===== config.mk =====
export PLATFORM = sky130hd
export DESIGN_NAME = instr_queue
export DESIGN_NICKNAME = d
export VERILOG_FILES = /design/src/rtl/instr_queue.sv
export SDC_FILE = /design/constraint.sdc
export NUM_CORES = 1
export LEC_CHECK = 0
export ABC_CLOCK_PERIOD_IN_PS = 9000
export BUFFER_PORTS_ARGS = -buffer_cell sky130_fd_sc_hd__buf_2
export CAP_MARGIN = 10
export CORE_MARGIN = 10
export CORE_UTILIZATION = 45
export CTS_BUF_LIST = sky130_fd_sc_hd__clkbuf_4 sky130_fd_sc_hd__clkbuf_8
export DETAILED_ROUTE_END_ITERATION = 8
export GPL_TIMING_DRIVEN = 0
export PLACE_DENSITY = 0.73
export SLEW_MARGIN = 15
export SYNTH_ARGS = -nofsm -noshare
export SYNTH_HDL_FRONTEND = slang
export SYNTH_SLANG_ARGS = --single-unit

===== constraint.sdc =====
create_clock -name clk -period 9 [get_ports clk]
set_input_delay 0.9 -clock clk [delete_from_list [all_inputs] [get_ports clk]]
set_output_delay 0.9 -clock clk [all_outputs]
set_load 0.05 [all_outputs]

===== src/rtl/instr_queue.sv =====
// In-order instruction queue between fetch and issue: circular buffer of {instr, pc}
// with valid/ready on both sides, show-ahead head output and single-cycle flush.
module instr_queue #(
    parameter int WIDTH        = 32,
    parameter int PC_WIDTH     = 32,
    parameter int DEPTH        = 8,
    parameter int AFULL_THRESH = DEPTH - 2
) (
    input  logic                      clk,
    input  logic                      rst,
    input  logic                      flush,
    input  logic                      enq_valid,
    output logic                      enq_ready,
    input  logic [WIDTH-1:0]          enq_instr,
    input  logic [PC_WIDTH-1:0]       enq_pc,
    output logic                      deq_valid,
    input  logic                      deq_ready,
    output logic [WIDTH-1:0]          deq_instr,
    output logic [PC_WIDTH-1:0]       deq_pc,
    output logic [$clog2(DEPTH):0]    count,
    output logic                      full,
    output logic                      empty,
    output logic                      almost_full
);

    localparam int PTR_W = $clog2(DEPTH);
    localparam int CNT_W = PTR_W + 1;
    localparam logic [CNT_W-1:0] CNT_FULL  = CNT_W'(DEPTH);
    localparam logic [CNT_W-1:0] CNT_AFULL = CNT_W'(AFULL_THRESH);
    localparam logic [CNT_W-1:0] CNT_ONE   = CNT_W'(1);
    localparam logic [PTR_W-1:0] PTR_ONE   = PTR_W'(1);

    logic [WIDTH-1:0]    instr_mem [DEPTH];
    logic [PC_WIDTH-1:0] pc_mem    [DEPTH];
    logic [PTR_W-1:0]    head;
    logic [PTR_W-1:0]    tail;
    logic                enq_fire;
    logic                deq_fire;

    // Flags come straight from the count register so no output sees deq_ready.
    assign full        = (count == CNT_FULL);
    assign empty       = (count == '0);
    assign almost_full = (count >= CNT_AFULL);
    assign enq_ready   = ~full;
    assign deq_valid   = ~empty;

    assign enq_fire = enq_valid & enq_ready;
    assign deq_fire = deq_valid & deq_ready;

    always_ff @(posedge clk) begin
        if (rst || flush) begin
            head  <= '0;
            tail  <= '0;
            count <= '0;
        end else begin
            if (enq_fire) begin
                tail <= tail + PTR_ONE;
            end
            if (deq_fire) begin
                head <= head + PTR_ONE;
            end
            case ({enq_fire, deq_fire})
                2'b10:   count <= count + CNT_ONE;
                2'b01:   count <= count - CNT_ONE;
                default: count <= count;
            endcase
        end
    end

    // Storage is never cleared; a flushed or reset entry is simply unreachable.
    always_ff @(posedge clk) begin
        if (!rst && !flush && enq_fire) begin
            instr_mem[tail] <= enq_instr;
            pc_mem[tail]    <= enq_pc;
        end
    end

    always_comb begin
        deq_instr = '0;
        deq_pc    = '0;
        if (!empty) begin
            deq_instr = instr_mem[head];
            deq_pc    = pc_mem[head];
        end
    end

endmodule


==> impl_metrics.toml <==
[status]
status = "complete, no violations"

[setup_path]
r2r-end = "pc_mem[1][24]"
crit_type = "reg -> out"
cp.required_ns = 8.10
cp-start-kind = "flop"
crit_slowest_cell = "clkbuf_1"
crit_path_max_incr_delay_ns = 0.66
r2r_slack_ns = 6.08
path_buf_inv = 3
crit_family = "buffers and inverters"
endpoint_kind = "primary output"
worst_r2r_path_depth = 7
critPathArrivalTime_ns = 3.00
worstPathMaxFanout = 10
crit_top_cell = "buf_2"
rr_startpoint = "count[1]"
crit_chain = "clkbuf_1 > buf_2 > mux4_2 > mux2i_1 > nor2_1 > buf_2"

[floorplanning]
initial_core_util = 0.455
pin_count = 142
die_w_um = 231
fp.dieH_um = 231
core_region_area_sq_um = 44100
die_area_sq_um = 53500
std_cell_rows = 77

[layout]
drive_gt1_frac = 0.401
area_delta_synth_final_pct = 18.5
nNetsFinal = 1225
fin_area_sq_um = 23800

[yosys]
yosys.cell_types.count = 32
synth-seq-cells = 525
yosys-top-cells-count = "512 x edfxtp_1, 128 x mux4_2, 83 x nor2_1"
yosysMostFrequentCell = "edfxtp_1"
synth_fp_nets = 966
ys_async_sr_fraction = 0
yosysSeqAreaShare = 0.779
yosysTopAreaCell = "edfxtp_1"
syn_avg_cell_area_sq_um = 22.5
synth_flop_cell = "edfxtp_1"
ys_warn_count = 0
yosysTopAreaCellShare = 0.766
synth_edf_count = 512
syn_inst = 891
syn-cell-area_sq_um = 20100
synthTopCellsByArea = "edfxtp_1 77%, mux4_2 14%, mux2i_1 3.2%"

[clocking]
cts_resized = 0
clockRootBuffer = "clkbuf_8"
cts_tree = "done"
clk_latency_ns = 0.61
ctsHtreeMaxLevel = 3
clk_path_buf_depth = 3
hold_buffers = 0
cts.clk_slew.worst_paths_ns = 0.06
postCtsSetupBuffers = 0
cts_made_buffers = 80
cts.sinks = 525

[route]
vias_per_cell = 5.34
drc = 0
routed_wl_um = 41900
vias = 9650
dr.pass1.iters = 5
initialDrtViolationCount = 703
ant_nets = 0
wl_per_cell_um = 23.2

[job]
cap_violations = 0

[pwr]
cellLeakagePower_uw = 0.00774
ir_drop_mv = 0.0795
power_density_nw_per_um2 = 205

[global_routing]
use_met2 = 0.248
antenna_found_initial = 6
grtUsageMet3 = 0.0393
grt_pass1_wl_um = 62800
grt_pass1_vias = 10300
grt_usage = 0.156
grt_most_used_layer = "met2"
grt_use_met1 = 0.209
grt_max_degree = 23
grt_remaining_overflow = 0

[timing]
skew_ns = 0.00848
relSlewSlack = 0.375
final_hold_viol_count = 0
rsz0062_at_grt = "false"
fin_crit_ns = 3.90
holdWs_ns = 0.539
report.final.slew_viol_count = 0
tns_ns = 0
fmax_mhz = 257
finalSetupViolations = 0
timing.final.crit_share = 0.433
tightest_slew_ns = 0.938

[min_path]
min_to = "count[3]"
min_path_cells = 2
min-delay-start = "count[3]"
min_path_type = "reg -> reg"

[place]
place_hpwl_um = 27200
gp_congestion = 0.719
io_buffers = 141
place_area_sq_um = 22200
## worst reg2reg max path, cell delays in order, from the launching register on
cell	delay, ns
dfxtp_1	0.46
or4b_1	0.15
buf_2	0.15
nand4_1	0.37
nor3_2	0.77
buf_4	0.33
buf_6	0.17
buf_4	0.20
## cell usage in the layout, fill, tap and decap left out, types with 2 or more instances in the layout
cell type / n
nand2b_1: 2
clkbuf_8: 87
mux2i_1: 65
bufinv_16: 2
nor2_4: 6
buf_2: 159
inv_1: 5
nand2_1: 3
dfxtp_1: 13
clkinv_2: 8
buf_16: 11
nor2_1: 77
buf_12: 8
clkbuf_1: 3
buf_6: 5
xor2_1: 5
buf_1: 6
buf_4: 31
a21oi_1: 4
clkbuf_4: 32
clkinvlp_4: 2
nand3_1: 4
nor3_2: 2
clkinv_1: 14
mux4_2: 128
edfxtp_1: 512
ha_1: 5
## cell type report
cell class	count	area (sq um)
diodes	1	2.50
plain buffers	46	270
clock buffers	119	1440
clock inverters	26	168
fillers	3436	20300
inverters	5	18.8
multi-input cells	315	4210
flip-flops and latches	525	15600
well taps	592	741
repair buffers	177	1310
## flip-flops by register name, summed over array words and instances (netlist names), named ones only
register / flops
count: 4
tail: 3
pc_mem: 256
instr_mem: 256
head: 3
## through the flow
step | worst slack [ns] | std cells | util | total power, uW
floorplan | 2.35 | 891 | - | 2910
global placement | -1.76 | 1624 | 0.488 | 2990
detailed placement | 5.65 | 1660 | 0.503 | 3000
CTS | 4.99 | 1805 | 0.539 | 4940
global route | 4.97 | 1806 | 0.539 | 5060
finish | 5.10 | 1806 | 0.539 | 4890
## cells by family (layout without fill, tap and decap cells)
group                    Yosys count  in the layout  synth area share
multiplexers                     193            193             0.176
AO/OA/AOI/OAI                      8              8           0.00243
buffers and inverters             51            373            0.0144
XOR/XNOR                           6              6           0.00299
adder cells (fa/ha/maj)            6              6           0.00411
flip-flops                       525            525             0.779
AND/OR/NAND/NOR                  102            102            0.0214
other                              0              1                 0
## how the worst max path moves through the flow
stage | from | endpoint | slack [ns] | cells past startpoint
5_1_grt | flop | deq_pc[31] | 4.97 | 6
6_report | flop | deq_pc[31] | 5.10 | 6
4_1_cts | flop | deq_pc[31] | 4.99 | 6
3_3_place_gp | rst | instr_mem[0][6] | -1.76 | 4
2_1_floorplan | count[1] | instr_mem[0][0] | 2.35 | 5
3_5_place_dp | rst | pc_mem[1][29] | 5.65 | 7
## layer usage
layer | vias to the layer above | share of wire
li1 | 4224 | -
met1 | 5084 | 0.43
met2 | 275 | 0.49
met3 | 57 | 0.062
met4 | 10 | 0.015
met5 | - | 0.0018
## report_power, final
group / switching, uW / internal, uW / total, uW / leakage, uW
combinational: 173 / 73.3 / 246 / 0.00217
sequential: 4.16 / 2700 / 2700 / 0.00472
clock: 864 / 1080 / 1940 / 0.000855
total: 1040 / 3850 / 4890 / 0.00774
No activity file was read; power rests on OpenSTA's default activity.
